### src/rtl/uart_byte_receiver.sv
// ---------------------------------------------------------------------------
// uart_byte_receiver
//
// 8N1 UART receiver producing one byte per frame. The raw RX pin is
// synchronised, a falling edge arms the start-bit check at mid-bit, each data
// bit is sampled at its centre (LSB first) and the stop bit decides whether
// the byte is delivered or dropped as a framing error.
//
// Ports
//   system_clock    in   1  system clock, rising edge
//   system_reset_n  in   1  asynchronous reset, active low
//   uart_rxd        in   1  raw serial input, asynchronous, idle high
//   data_received   out  8  last correctly framed byte
//   received_flag   out  1  one-cycle pulse: data_received updated this cycle
//   framing_error   out  1  one-cycle pulse: stop bit was low, byte dropped
//   rx_busy         out  1  high whenever the receiver FSM is not idle
// ---------------------------------------------------------------------------
module uart_byte_receiver #(
    parameter int CLK_FREQ  = 50_000_000,
    parameter int BAUD_RATE = 115200
) (
    input  logic       system_clock,
    input  logic       system_reset_n,
    input  logic       uart_rxd,
    output logic [7:0] data_received,
    output logic       received_flag,
    output logic       framing_error,
    output logic       rx_busy
);

    localparam int BAUD_DIV = CLK_FREQ / BAUD_RATE;
    localparam int HALF_DIV = BAUD_DIV / 2;
    localparam int CNT_W    = $clog2(BAUD_DIV);

    localparam logic [CNT_W-1:0] BAUD_LAST = CNT_W'(BAUD_DIV - 1);
    localparam logic [CNT_W-1:0] HALF_LAST = CNT_W'(HALF_DIV - 1);
    localparam logic [CNT_W-1:0] CNT_ONE   = CNT_W'(1);

    typedef enum logic [1:0] {
        IDLE,
        START,
        DATA,
        STOP
    } state_t;

    // Synchroniser and edge history
    logic             sync1_q;
    logic             rxS_q;
    logic             rxSDly_q;
    logic [2:0]       primed_q;

    // Receiver FSM
    state_t           state_q;
    logic [CNT_W-1:0] baudCnt_q;
    logic [2:0]       bitIdx_q;
    logic [7:0]       shift_q;
    logic             stopPend_q;
    logic             stopBit_q;

    // Registered outputs
    logic [7:0]       data_q;
    logic             flag_q;
    logic             ferr_q;
    logic             busy_q;

    logic             fallEdge;

    // Two-flop synchroniser on the raw pin plus one history flop for edge
    // detection. The flops reset high so the line reads idle; primed_q fills
    // with ones over three clocks so that an edge is only believed once both
    // rxS_q and rxSDly_q hold real line samples. A line that is already low
    // when reset is released therefore never looks like a falling edge.
    always_ff @(posedge system_clock or negedge system_reset_n) begin
        if (!system_reset_n) begin
            sync1_q  <= 1'b1;
            rxS_q    <= 1'b1;
            rxSDly_q <= 1'b1;
            primed_q <= 3'b000;
        end else begin
            sync1_q  <= uart_rxd;
            rxS_q    <= sync1_q;
            rxSDly_q <= rxS_q;
            primed_q <= {primed_q[1:0], 1'b1};
        end
    end

    assign fallEdge = primed_q[2] & ~rxS_q & rxSDly_q;

    // Frame FSM with registered outputs. The stop bit is captured at
    // mid-stop-bit and the FSM drops back to IDLE right away, so a start bit
    // that follows with no idle gap is still caught. The captured stop level
    // is turned into received_flag or framing_error on the following edge;
    // that pending slot is independent of the state so a new frame may
    // already be starting while the previous result is published.
    always_ff @(posedge system_clock or negedge system_reset_n) begin
        if (!system_reset_n) begin
            state_q    <= IDLE;
            baudCnt_q  <= '0;
            bitIdx_q   <= 3'd0;
            shift_q    <= 8'h00;
            stopPend_q <= 1'b0;
            stopBit_q  <= 1'b0;
            data_q     <= 8'h00;
            flag_q     <= 1'b0;
            ferr_q     <= 1'b0;
            busy_q     <= 1'b0;
        end else begin
            flag_q     <= 1'b0;
            ferr_q     <= 1'b0;
            stopPend_q <= 1'b0;

            if (stopPend_q) begin
                if (stopBit_q) begin
                    data_q <= shift_q;
                    flag_q <= 1'b1;
                end else begin
                    ferr_q <= 1'b1;
                end
            end

            case (state_q)
                IDLE: begin
                    if (fallEdge) begin
                        state_q   <= START;
                        baudCnt_q <= '0;
                        busy_q    <= 1'b1;
                    end
                end

                START: begin
                    if (baudCnt_q == HALF_LAST) begin
                        if (rxS_q) begin
                            // Line went back high before mid-start: glitch.
                            state_q <= IDLE;
                            busy_q  <= 1'b0;
                        end else begin
                            state_q   <= DATA;
                            baudCnt_q <= '0;
                            bitIdx_q  <= 3'd0;
                        end
                    end else begin
                        baudCnt_q <= baudCnt_q + CNT_ONE;
                    end
                end

                DATA: begin
                    if (baudCnt_q == BAUD_LAST) begin
                        // Right shift: the first (LSB) bit ends up in [0].
                        shift_q   <= {rxS_q, shift_q[7:1]};
                        baudCnt_q <= '0;
                        bitIdx_q  <= bitIdx_q + 3'd1;
                        if (bitIdx_q == 3'd7) begin
                            state_q <= STOP;
                        end
                    end else begin
                        baudCnt_q <= baudCnt_q + CNT_ONE;
                    end
                end

                STOP: begin
                    if (baudCnt_q == BAUD_LAST) begin
                        stopBit_q  <= rxS_q;
                        stopPend_q <= 1'b1;
                        state_q    <= IDLE;
                        baudCnt_q  <= '0;
                        busy_q     <= 1'b0;
                    end else begin
                        baudCnt_q <= baudCnt_q + CNT_ONE;
                    end
                end

                default: begin
                    state_q <= IDLE;
                    busy_q  <= 1'b0;
                end
            endcase
        end
    end

    assign data_received = data_q;
    assign received_flag = flag_q;
    assign framing_error = ferr_q;
    assign rx_busy       = busy_q;

endmodule

### config.mk
export PLATFORM = sky130hd
export DESIGN_NAME = uart_byte_receiver
export DESIGN_NICKNAME = d
export VERILOG_FILES = /design/src/rtl/uart_byte_receiver.sv
export SDC_FILE = /design/constraint.sdc
export NUM_CORES = 1
export LEC_CHECK = 0
export CORE_UTILIZATION = 30
export CTS_BUF_LIST = sky130_fd_sc_hd__clkbuf_16
export DETAILED_ROUTE_END_ITERATION = 12
export HOLD_SLACK_MARGIN = 0.03
export PLACE_DENSITY = 0.51
export SYNTH_ARGS = -nofsm -noshare
export SYNTH_HDL_FRONTEND = slang
export SYNTH_SLANG_ARGS = --single-unit
### constraint.sdc
create_clock -name system_clock -period 1.6 [get_ports system_clock]
set_input_delay 0.32 -clock system_clock [delete_from_list [all_inputs] [get_ports system_clock]]
set_output_delay 0.32 -clock system_clock [all_outputs]
set_load 0.05 [all_outputs]
Yosys cells after proc, flatten, opt, wreduce, memory -nomap -nowiden:

Cells that the tools add are included.

* register bits: 41
* bits of input ports: 3

* add/sub/neg operators: 2
* equal/unequal tests: 14
* muxes and demuxes: 27
* bitwise gates (word level): 3
* reduce and logical (&&, ||, !) cells: 11

Operator list (count)
* 2-to-1 mux 9 bit: 4
* case mux 9 bit (3 select lines): 1
* != test 2 bit (second input constant): 7
* 2-to-1 mux 2 bit: 6
* 2-to-1 mux 1 bit: 10
* AND reduction 5 bit: 2
* adder 9 x 1 -> 9 bit (second input constant): 1
* == test 9 x 8 -> 1 bit (second input constant): 1
* == test 9 bit (second input constant): 1
* 2-to-1 mux 3 bit: 3
* case mux 2 bit (4 select lines): 1
* AND reduction 2 bit: 4
* case mux 3 bit (2 select lines): 1
* == test 2 bit (second input constant): 2
* AND reduction 4 bit: 1
* adder 3 x 1 -> 3 bit (second input constant): 1
* == test 3 bit (second input constant): 1
* != test 3 bit (second input constant): 1
* case mux 1 bit (3 select lines): 1
* nonzero test 3 bit: 1
* AND 1 bit: 2
* == test 2 x 1 -> 1 bit (second input constant): 1
* zero test 2 bit: 1
* nonzero test 2 bit: 1
* 2 further kinds: 2

Longest topological paths before layout:

Gate-level depths: netlist of the first run.

* depth after elaboration: 5
* mapped depth: 7
* gate-level depth less buffers: 6

Worst setup path after synthesis of the first run:

No wires, ideal clock.

* kind: reg-to-reg
* start: register baudCnt_q[0]
* end: register (tool-made name)
* setup time: 120 ps
* arrival time: 1567 ps
* data required time: 1480 ps
* setup slack: -87 ps
* stages on the path, launching flop included: 7
* path buffers: 0
* period minus slack after synthesis: 1687 ps
* cells stage by stage: dfrtp_1 > inv_1 > ha_1 > and4bb_4 > a211oi_4 > nor2_4 > a41o_1

RTL lines
* start, declared: line 54 `logic [CNT_W-1:0] baudCnt_q;`
* start signal, assigned: line 142 `baudCnt_q <= baudCnt_q + CNT_ONE;`
* start signal, assigned: line 156 `baudCnt_q <= baudCnt_q + CNT_ONE;`
* start signal, assigned: line 168 `baudCnt_q <= baudCnt_q + CNT_ONE;`

Final worst setup path of the first run:

* start: register baudCnt_q[0]
* end: register baudCnt_q[3]

* longest elaborated chain between the ends: 3

Ends and longest elaborated chain (line)
* adder 9 x 1 -> 9 bit, or another cell as far along: 142, 156, 168
* 2-to-1 mux 9 bit, or another cell as far along: 147, 161
* case mux 9 bit (3 select lines) or AND reduction 2 bit (tied branches)

Parallel ways exist; a longest one is shown, timed or not.
A chain may end at the register's enable or synchronous reset.

==> impl_metrics.yaml, run 1 <==
placement:
  dp_hpwl_um: 2600
  port-buffer-count: 13
  dp_cells: 253
  gp_congestion: 0.756
  placed_area_um2: 2190
  post-place-ws_ns: -0.122
setup_path:
  worst-setup-path-type: "reg2reg"
  startpoint: "baudCnt_q[0]"
  arrival_ns: 1.92
  critPathLaunchType: "register"
  cp_data_required_time_ns: 1.80
  reg2reg_from: "baudCnt_q[0]"
  rrSetupSlack_ns: -0.12
  timing.critical_path.to_type: "register"
  r2r_end: "baudCnt_q[3]"
  worstRegToRegCells: 9
  cp_max_fo: 8
synth:
  yosysMostFrequentCell: "dfrtp_1"
  yosys.area.top_type: "dfrtp_1"
  synth_ff_type: "dfrtp_1"
  synth_fp_nets: 161
  async_reset_ff_share_pct: 100
  synth_top_area_share_pct: 51.2
  synth_xor_xnor_area_share_pct: 0.472
  yosys.area_share.simple_pct: 12.5
  synth.area.top_cells: "dfrtp_1 51%, mux2_2 9.7%, dfstp_2 4.2%"
  synth_top_family_by_area: "simple AND/OR/NAND/NOR gates"
  synth_area_per_cell_um2: 12.1
  syn_inst: 153
  synth_seq_cells: 41
  ys_warn_count: 0
  synth_compound_area_share_pct: 12.4
  synthAdderAreaFrac_pct: 3.37
  synth_commonest_cells: "38 x dfrtp_1, 16 x mux2_2, 14 x inv_1, 13 x nand2_1"
  synth.area.mux_share_pct: 11.4
  synth-edff-count: 0
  ys_seq_area_share_pct: 55.5
  ys_types: 39
  syn-cell-area_um2: 1860
power:
  vdd_drop_max_uv: 633
  switching_share_pct: 30.8
  p_comb_share_pct: 26.4
  totalPowerFinal_uw: 3190
  pwr-share-clk_pct: 35.8
  leakage_uw: 0.00115
  p_sw_uw: 983
  p_int_uw: 2200
  p_seq_share_pct: 37.8
  powerDensity_nw_per_um2: 1290
layout:
  instances_no_fill: 267
  postLayoutCoreUtil_pct: 41.6
  design_area_um2: 2480
  syn2layout_area_growth_pct: 33.6
  fin_nets: 199
  antenna_cells: 0
  drive_gt1_share_pct: 41.7
sta:
  period_share_pct: 108
  drv_slew: 0
  max_freq_mhz: 581
  finalSetupViolCount: 14
  hold_viol: 0
  setup_slack_ns: -0.122
  period_needed_ns: 1.72
  finClkSkew_ns: 0.00425
  grt_setup_unrepaired: "true"
run_status:
  status: "finished with violations"
  violations: "setup timing"
detailed_routing:
  vias: 1330
  totalWireLength_um: 3940
  drtPass1Iterations: 4
  ant_nets: 0
  drc_errors: 0
  wl_per_cell_um: 14.8
  drt-initial-drc-count: 112
  vias_per_cell: 4.98
job:
  maxCapViolations: 0
clocking:
  clk_latency_ns: 0.28
  cts_tree: "done"
  cts_root_buffer: "clkbuf_16"
  cts-buffers-inserted: 5
  clkTransAtPathRegs_ns: 0.06
  cts_max_path_buffers: 2
  htree_levels: 2
  cts_sinks: 41
floorplan:
  die_width_um: 80.7
  dieArea_um2: 6510
  rows: 28
  start_util_pct: 31.2
  die_h_um: 80.7
  ios: 14
  core-area_um2: 5960
global_routing:
  grt_pass1_vias: 1349
  grt_usage_pct: 13.7
  grt_max_degree: 24
  grt_pass1_wl_um: 6560
  antenna_found_initial: 0
  overflow: 0
worst_hold_path:
  hold_start: "primed_q[1]"
  hold_end: "primed_q[2]"
  hp-class: "reg2reg"
  hold_depth: 0
==> critical path, stage by stage, from the launching register on <==
cell and delay [ns]:
dfrtp_1 0.38, inv_1 0.06, ha_2 0.16, and4bb_4 0.20
buf_6 0.12, a211oi_4 0.33, buf_6 0.20, buf_6 0.10
o21ai_2 0.04, o221ai_1 0.06
==> worst max-delay path by stage <==
stage,endpoint,slack (ns),cells after the start
after floorplan,register,-0.04,6
after global placement,baudCnt_q[2],-0.07,6
after CTS,baudCnt_q[3],-0.07,8
after detailed placement,baudCnt_q[2],-0.12,6
after global routing,baudCnt_q[8],-0.21,8
final,baudCnt_q[3],-0.12,9
==> registers in the layout (all words and copies together) (netlist names), named ones only <==
register / count
bitIdx_q: 3
stopPend_q: 1
rxS_q: 1
rx_busy: 1
stopBit_q: 1
data_received: 8
framing_error: 1
baudCnt_q: 9
shift_q: 8
state_q: 1
received_flag: 1
primed_q: 3
rxSDly_q: 1
sync1_q: 1
==> stage by stage <==
step	setup TNS (ns)	hold slack, ns
after global placement	-0.460	0.289
after CTS	-0.650	0.351
after global routing	-2.78	0.359
final	-1.07	0.349
after floorplan	-0.255	0.0244
after detailed placement	-0.936	0.302
==> cell usage in the layout, fill, tap and decap left out, types with 4 or more instances in the layout <==
cell	netlist	routed
dfrtp_1	38	38
buf_4	0	25
mux2_2	16	16
inv_1	14	14
nand2_1	13	13
o21ai_0	9	7
o221ai_1	9	6
clkbuf_16	0	5
a21oi_1	4	4
ha_1	5	4
==> cells by family after synthesis <==
group,Yosys count
AO/OA/AOI/OAI,31
flip-flops,41
buffers and inverters,18
multiplexers,19
other,1
AND/OR/NAND/NOR,37
XOR/XNOR,1
adder cells (fa/ha/maj),5
==> power by group through the flow <==
| stage | clock network (uW) | logic [uW] | registers (uW) |
|---|---|---|---|
| after floorplan | 0 | 425 | 1210 |
| after global placement | 0 | 675 | 1210 |
| after detailed placement | 0 | 693 | 1220 |
| after CTS | 1170 | 799 | 1200 |
| after global routing | 1210 | 919 | 1220 |
| final | 1140 | 841 | 1200 |
==> final cells by class <==
class,count,area (um2)
Multi-Input combinational cell,95,830
Clock inverter,3,42.5
Clock buffer,5,125
Timing Repair Buffer,34,307
Fill cell,574,3480
Inverter,14,52.6
Tap cell,75,93.8
Sequential cell,41,1030
==> routing by layer <==
metal,share of wire [%],global-route usage [%]
met3,3.0,4.09
met1,44,17.0
met2,52,22.1
met4,0.96,5.36
met5,0,0
==> timing repair <==
item,CTS,global route
endpoints found under the hold margin,15,0
resized for setup,13,5
pin swaps,4,3
gates cloned,1,0
setup buffers,2,2
hold buffers,1,0
endpoints found under the setup margin,20,22
No activity file was read; power rests on OpenSTA's default activity.
==> inputs of run 2 (changes only) <==
DONT_BUFFER_PORTS = 1   (was unset)
PLACE_DENSITY = 0.48   (was 0.51)
REMOVE_ABC_BUFFERS = 1   (was unset)
==> impl_metrics.yaml, run 2 (same netlist as run 1, synthesis figures left out) <==
layout:
  drive_gt1_share_pct: 38.5
  syn2layout_area_growth_pct: 27.7
  final_common_cell: "dfrtp_1"
  fill_cells: 580
  top_register: "baudCnt_q"
  fin_nets: 186
  postLayoutCoreUtil_pct: 39.8
  layout.cells.most_common_list: "38 x dfrtp_1, 15 x buf_4, 14 x inv_1, 14 x mux2_2, 13 x nand2_1"
  antenna_cells: 0
  largest_register_ffs: 9
setup_path:
  reg2reg_from: "baudCnt_q[0]"
  cp_data_required_time_ns: 1.80
  worst-setup-path-type: "reg2reg"
  arrival_ns: 1.84
  critPathLaunchType: "register"
  timing.critical_path.to_type: "register"
  startpoint: "baudCnt_q[0]"
  cp_max_fo: 5
global_routing:
  antenna_found_initial: 0
  grt_max_degree: 42
  grt_pass1_wl_um: 6950
  grt_usage_pct: 14.5
  met2_usage_pct: 24.4
  grt_pass1_vias: 1436
  use_met3_pct: 3.86
  overflow: 0
  grt-busiest-layer: "met2"
  grt.met1_usage_pct: 16.6
sta:
  fin_tns_setup_ns: -0.394
  setup_slack_ns: -0.0407
  max_freq_mhz: 610
  period_needed_ns: 1.64
  hold_viol: 0
  finalSetupViolCount: 17
  drv_slew: 0
  grt_setup_unrepaired: "true"
  period_share_pct: 103
  timing.slew.headroom_pct: 64.7
  finClkSkew_ns: 0.00340
  worstMarginPinSlew_ns: 0.529
power:
  totalPowerFinal_uw: 3130
  vdd_drop_max_uv: 561
  leakage_uw: 0.00107
  powerDensity_nw_per_um2: 1320
floorplan:
  core-area_um2: 5960
  start_util_pct: 31.2
  rows: 28
  die_width_um: 80.7
  ios: 14
  dieArea_um2: 6510
  die_h_um: 80.7
detailed_routing:
  wl_per_cell_um: 15.4
  totalWireLength_um: 3920
  vias_per_cell: 5.18
  drt-initial-drc-count: 76
  ant_nets: 0
  vias: 1315
  drtPass1Iterations: 4
  drc_errors: 0
clocking:
  cts-buffers-inserted: 5
  clkTransAtPathRegs_ns: 0.06
  cts_root_buffer: "clkbuf_16"
  cts_max_path_buffers: 2
  cts_tree: "done"
  htree_levels: 2
  cts_sinks: 41
  clk_latency_ns: 0.28
run_status:
  violations: "setup timing"
  status: "finished with violations"
placement:
  post-place-ws_ns: -0.162
  dp_hpwl_um: 2550
  gp_congestion: 0.860
  port-buffer-count: 0
job:
  maxCapViolations: 0
worst_hold_path:
  hp-class: "reg2reg"
  hold_start: "primed_q[0]"
-- run 2: worst paths after layout --
kind	endpoint	slack [ns]	depth (start not counted)
worst max-delay path	baudCnt_q[6]	-0.04	6
worst min-delay path	primed_q[1]	0.35	0
worst max register to register	baudCnt_q[6]	-0.04	6
worst min register to register	primed_q[1]	0.35	0
max in group asynchronous	rxSDly_q	0.85	2
min in group asynchronous	data_received[6]	0.49	2
-- run 2: per-stage QoR --
stage | cell area [um2] | hold WS, ns | std cells
2_1_floorplan | 1830 | 0.0244 | 149
3_3_place_gp | 2060 | 0.0252 | 241
3_5_place_dp | 2060 | 0.0254 | 241
4_1_cts | 2360 | 0.348 | 253
5_1_grt | 2370 | 0.365 | 254
6_report | 2370 | 0.347 | 254
-- run 2: timing repair --
item	CTS	global route
endpoints found under the setup margin	20	23
hold endpoints to repair	42	0
hold buffers	3	0
resized for setup	20	5
pin swaps	6	3
buffers inserted	0	1
cloned	1	0
-- run 2: worst max-delay path: stages (launching register included) --
cell	delay [ns]
dfrtp_1	0.40
inv_1	0.06
ha_1	0.14
and4bb_4	0.29
nand3_4	0.10
a211o_4	0.39
o221ai_2	0.18
-- run 2: cell type report --
class | instances | area, um2 | share of cell area [%]
multi-input combinational | 95 | 856 | 36.1
sequential | 41 | 1030 | 43.4
clock buffer | 5 | 125 | 5.28
tap | 75 | 93.8 | 3.96
clock inverter | 3 | 18.8 | 0.792
inverter | 14 | 52.6 | 2.22
timing repair buffer | 21 | 195 | 8.23
-- run 2: metal layers --
metal | wire, um | share of wire [%]
met1 | 1740 | 44
met4 | 82 | 2.1
met3 | 129 | 3.3
met2 | 1970 | 50
met5 | 0 | 0
-- run 2: power by group --
group / leakage, uW / internal, uW / switching, uW
Sequential: 0.000543 / 1120 / 83.2
Clock: 0.0000672 / 571 / 404
Combinational: 0.000457 / 423 / 531
